===== src/rtl/rib_rr_arbiter.sv =====
// Round-robin arbiter/sequencer sharing one RIB slave port among NUM_M masters.
// One transfer at a time: IDLE picks a winner, BUSY drives the slave until ack
// or timeout, DONE returns a one-cycle completion pulse to the winner.
module rib_rr_arbiter #(
    parameter int NUM_M   = 4,
    parameter int AW      = 32,
    parameter int DW      = 32,
    parameter int TIMEOUT = 16
) (
    input  logic                clk,
    input  logic                rst,
    input  logic [NUM_M-1:0]    m_req_i,
    input  logic [NUM_M-1:0]    m_we_i,
    input  logic [NUM_M*AW-1:0] m_addr_i,
    input  logic [NUM_M*DW-1:0] m_wdata_i,
    output logic [NUM_M-1:0]    m_done_o,
    output logic [DW-1:0]       m_rdata_o,
    output logic                m_err_o,
    output logic [NUM_M-1:0]    m_hold_o,
    output logic                s_req_o,
    output logic                s_we_o,
    output logic [AW-1:0]       s_addr_o,
    output logic [DW-1:0]       s_wdata_o,
    input  logic [DW-1:0]       s_rdata_i,
    input  logic                s_ack_i
);

    localparam int PW = (NUM_M > 1) ? $clog2(NUM_M) : 1;
    localparam int CW = $clog2(TIMEOUT + 1);

    typedef enum logic [1:0] {
        IDLE = 2'd0,
        BUSY = 2'd1,
        DONE = 2'd2
    } state_t;

    state_t          state;
    state_t          state_next;
    logic [PW-1:0]   ptr;
    logic [PW-1:0]   win;
    logic [PW-1:0]   sel;
    logic [PW-1:0]   cand;
    logic            sel_vld;
    logic [CW-1:0]   cnt;
    logic            timeout_hit;
    logic            lat_we;
    logic [AW-1:0]   lat_addr;
    logic [DW-1:0]   lat_wdata;
    logic [DW-1:0]   rdata;
    logic            err;
    logic [AW-1:0]   addr_arr  [NUM_M];
    logic [DW-1:0]   wdata_arr [NUM_M];

    // Unpack the flat per-master address and write-data buses
    always_comb begin
        for (int k = 0; k < NUM_M; k++) begin
            addr_arr[k]  = m_addr_i[k*AW +: AW];
            wdata_arr[k] = m_wdata_i[k*DW +: DW];
        end
    end

    // Rotating-priority search: first requester at or above ptr, wrapping
    always_comb begin
        sel     = '0;
        sel_vld = 1'b0;
        cand    = '0;
        for (int i = 0; i < NUM_M; i++) begin
            cand = PW'((int'(ptr) + i) % NUM_M);
            if (!sel_vld && m_req_i[cand]) begin
                sel     = cand;
                sel_vld = 1'b1;
            end
        end
    end

    assign timeout_hit = (cnt == CW'(TIMEOUT - 1));

    // State register
    always_ff @(posedge clk) begin
        if (rst) begin
            state <= IDLE;
        end else begin
            state <= state_next;
        end
    end

    // Next-state logic; an ack outside BUSY never changes the state
    always_comb begin
        state_next = state;
        case (state)
            IDLE:    if (sel_vld) state_next = BUSY;
            BUSY:    if (s_ack_i || timeout_hit) state_next = DONE;
            DONE:    state_next = IDLE;
            default: state_next = IDLE;
        endcase
    end

    // Transfer datapath: latch the winner's command, count, capture the result
    always_ff @(posedge clk) begin
        if (rst) begin
            ptr       <= '0;
            win       <= '0;
            cnt       <= '0;
            lat_we    <= 1'b0;
            lat_addr  <= '0;
            lat_wdata <= '0;
            rdata     <= '0;
            err       <= 1'b0;
        end else begin
            case (state)
                IDLE: begin
                    if (sel_vld) begin
                        win       <= sel;
                        lat_we    <= m_we_i[sel];
                        lat_addr  <= addr_arr[sel];
                        lat_wdata <= wdata_arr[sel];
                        cnt       <= '0;
                    end
                end
                BUSY: begin
                    cnt <= cnt + CW'(1);
                    // ack takes precedence over a simultaneous timeout
                    if (s_ack_i) begin
                        rdata <= lat_we ? '0 : s_rdata_i;
                        err   <= 1'b0;
                    end else if (timeout_hit) begin
                        rdata <= '0;
                        err   <= 1'b1;
                    end
                end
                DONE: begin
                    ptr <= (win == PW'(NUM_M - 1)) ? '0 : win + PW'(1);
                end
                default: ;
            endcase
        end
    end

    // One-hot completion pulse to the winner while in DONE
    always_comb begin
        m_done_o = '0;
        if (state == DONE) begin
            m_done_o[win] = 1'b1;
        end
    end

    assign s_req_o   = (state == BUSY);
    assign s_we_o    = lat_we;
    assign s_addr_o  = lat_addr;
    assign s_wdata_o = lat_wdata;
    assign m_rdata_o = rdata;
    assign m_err_o   = err;
    assign m_hold_o  = m_req_i & ~m_done_o;

endmodule


===== config.mk =====
export PLATFORM = sky130hd
export DESIGN_NAME = rib_rr_arbiter
export DESIGN_NICKNAME = d
export VERILOG_FILES = /design/src/rtl/rib_rr_arbiter.sv
export SDC_FILE = /design/constraint.sdc
export NUM_CORES = 1
export LEC_CHECK = 0
export BUFFER_PORTS_ARGS = -buffer_cell sky130_fd_sc_hd__buf_2
export CAP_MARGIN = 10
export CORE_AREA = 8 8 151 153
export DETAILED_ROUTE_END_ITERATION = 8
export DIE_AREA = 0 0 159 161
export GPL_TIMING_DRIVEN = 0
export SYNTH_ARGS = -nofsm -noshare
export SYNTH_HDL_FRONTEND = slang
export SYNTH_SLANG_ARGS = --single-unit

===== constraint.sdc =====
create_clock -name clk -period 2.15 [get_ports clk]
set_clock_uncertainty 0.2 [all_clocks]
set_input_delay 0.3225 -clock clk [delete_from_list [all_inputs] [get_ports clk]]
set_output_delay 0.3225 -clock clk [all_outputs]
set_load 0.005 [all_outputs]

==> impl_metrics.json <==
{
  "syn-num-nets": 983,
  "slew_viol_final": 0,
  "worstMarginPinSlew_ns": 0.555,
  "pwr-share-comb": 0.276,
  "cts_buffers": 9,
  "timing.max_slew.rel_slack": 0.630,
  "dp_hpwl_um": 21900,
  "drtPass1Iterations": 4,
  "clkSinkCount": 109,
  "finalWirelength_um": 27300,
  "max_stage_delay_ns": 0.34,
  "portBuffers": 404,
  "yosys_warnings": 0,
  "synth.distinct_cells": 35,
  "drt_iter0_drc": 304,
  "crit_arrival_ns": 2.13,
  "synth.most_common_cell": "dfxtp_1",
  "start_kind": "flop",
  "overflow": 0,
  "maxCapViolCount": 0,
  "syn2layout_area_growth_pct": 50.0,
  "status": "finished, final reports clean",
  "fin_cells": 1412,
  "clock_path_buffers": 2,
  "gp_congestion": 0.855,
  "yosysSeqAreaShare": 0.342,
  "fmax_ghz": 0.495,
  "synth_top_area_frac": 0.342,
  "dieArea_um2": 25600,
  "synth_area_um2": 6370,
  "powerDensity_nw_per_um2": 590,
  "grt_pass1_wl_um": 40900,
  "end_kind": "flop",
  "p_int_w": 0.00384,
  "num-fill-cells": 2010,
  "synthTopCellsByArea": "dfxtp_1 (34%), mux2i_1 (11%), o211ai_2 (9.8%)",
  "synthCells": 678,
  "grt_start_max_net_pins": 23,
  "vias_per_cell": 4.88,
  "routedWlPerCell_um": 19.3,
  "cts_root_buf": "clkbuf_16",
  "cp_slowest_cell": "dfxtp_1",
  "rsz0062_at_grt": "no",
  "cp_max_fo": 10,
  "fin_setup_tns_ns": 0,
  "ant_nets": 0,
  "synth-seq-cells": 109,
  "hold_violations": 0,
  "async_flop_share": 0,
  "period_minus_slack_ns": 2.02,
  "p_clk_frac": 0.311,
  "path_cells": "ha_1 > and3_1 > ha_1 > nor2_1 > nor2_1 > nor2_4 > buf_4 > a22o_1",
  "fin_crit_sh": 0.940,
  "max-vdd-ir-drop_mv": 0.333,
  "cts_max_level": 3,
  "switching_share": 0.320,
  "gr-usage-all-layers": 0.201,
  "rows": 53,
  "tritoncts": "built",
  "path_clk_slew_ns": 0.10,
  "p_sw_w": 0.00180,
  "nets": 1436,
  "start_util": 0.310,
  "synth_edf_count": 0,
  "hold_ws_ns": 0.0423,
  "grt_pass1_vias": 7097,
  "pin_count": 406,
  "hold_class": "in -> reg",
  "synth_commonest_cells": "dfxtp_1 (109), nand2_1 (71), mux2i_1 (67)",
  "vias": 6895,
  "fp.dieH_um": 161,
  "drcViolationCount": 0,
  "fp.dieW_um": 159,
  "core_um2": 20600,
  "clk_latency_ns": 0.35,
  "yosysTopAreaCell": "dfxtp_1",
  "synth_ff_type": "dfxtp_1",
  "total_leakage_power_nw": 4.68,
  "finalSetupViolCount": 0,
  "grt_antenna_before_repair": 0,
  "dp.cells": 1357,
  "worstPathRequired_ns": 2.25,
  "critPathKind": "reg -> reg",
  "pwr-share-seq": 0.413,
  "syn_avg_cell_area_um2": 9.40,
  "drive_gt1_frac": 0.518
}
power groups by stage:
stage          clock network (W)  registers (W)  logic (W)
2_1_floorplan                  0        0.00238   0.000752
3_3_place_gp                   0        0.00236    0.00147
3_5_place_dp                   0        0.00237    0.00149
4_1_cts                  0.00182        0.00233    0.00156
5_1_grt                  0.00190        0.00235    0.00169
6_report                 0.00176        0.00233    0.00156
flip-flops by register name (all words and copies together) (netlist names):
signal and count:
m_rdata_o 32, s_we_o 1, cnt 5, ptr 2
s_addr_o 32, m_err_o 1, win 2, state 2
s_wdata_o 32
timing repair:
action	CTS	global route
pin swaps	1	1
buffers inserted	2	2
hold buffers	33	0
endpoints found under the hold margin	33	0
gates resized for setup	20	47
endpoints found under the setup margin	95	101
cloned	0	1
worst paths after layout:
kind,end,depth (start not counted),slack (ns),from
worst min register to register,s_addr_o[7]$_SDFFE_PP0P_,2,0.26,s_addr_o[7]$_SDFFE_PP0P_
worst min-delay path,s_addr_o[8]$_SDFFE_PP0P_,3,0.04,m_addr_i[8]
worst max-delay path,m_rdata_o[0]$_SDFFE_PP0P_,8,0.13,cnt[0]$_SDFFE_PP0P_
worst max register to register,m_rdata_o[0]$_SDFFE_PP0P_,8,0.13,cnt[0]$_SDFFE_PP0P_
critical path: cells and delay by family, from the launching register on:
family	cells	cell delay, ns
adders and majority gates	2	0.43
buffers and inverters	1	0.21
and+or+nand+nor	4	0.63
AOI/OAI and AO/OA	1	0.17
DFF	1	0.34
cells in the final DEF (no fill, tap or decap), types with 13 or more instances in the layout:
cell type / instances
o21ai_1: 16
clkbuf_1: 16
a22o_1: 32
dfxtp_1: 108
nand2_1: 70
buf_2: 420
a21boi_0: 65
clkbuf_2: 13
o21ai_2: 50
mux2i_1: 62
and3_1: 66
o211ai_1: 15
nor2_1: 18
o211ai_2: 50
dlygate4sd3_1: 33
layer usage:
layer / GRT usage / vias up / routed length, um / share of wire
li1: - / 3395 / - / -
met1: 0.242 / 3191 / 11500 / 0.42
met2: 0.353 / 288 / 13600 / 0.50
met3: 0.0537 / 21 / 1790 / 0.065
met4: 0.0455 / 0 / 387 / 0.014
met5: 0 / - / 0 / 0
cell families (layout without fill, tap and decap cells):
group / after synthesis / in the layout / share of synthesized area
other: 0 / 1 / 0
adders and majority gates: 6 / 6 / 0.0118
DFF: 109 / 109 / 0.342
and+or+nand+nor: 182 / 182 / 0.146
xor gates and xnor gates: 1 / 1 / 0.00137
muxes: 68 / 68 / 0.107
AOI/OAI and AO/OA: 242 / 242 / 0.332
buffers and inverters: 70 / 528 / 0.0603
through the flow:
stage           util  power (W)  cell area (um2)  worst slack, ns
2_1_floorplan      -    0.00313             6370            0.168
3_3_place_gp   0.425    0.00384             8740           -0.429
3_5_place_dp   0.425    0.00385             8740           -0.453
4_1_cts        0.460    0.00571             9450         -0.00940
5_1_grt        0.465    0.00595             9550           0.0100
6_report       0.465    0.00564             9560            0.128
area by class of cell:
type	count	area, um2	area share
Timing Repair Buffer	442	2390	0.250
Clock inverter	7	91.3	0.00956
Antenna cell	1	2.50	0.000262
Sequential cell	109	2180	0.228
Clock buffer	9	225	0.0236
Multi-Input combinational cell	499	3860	0.404
Tap cell	275	344	0.0360
Inverter	6	22.5	0.00236
Buffer	64	439	0.0460
Note: power is estimated with default switching activity, not from simulation.
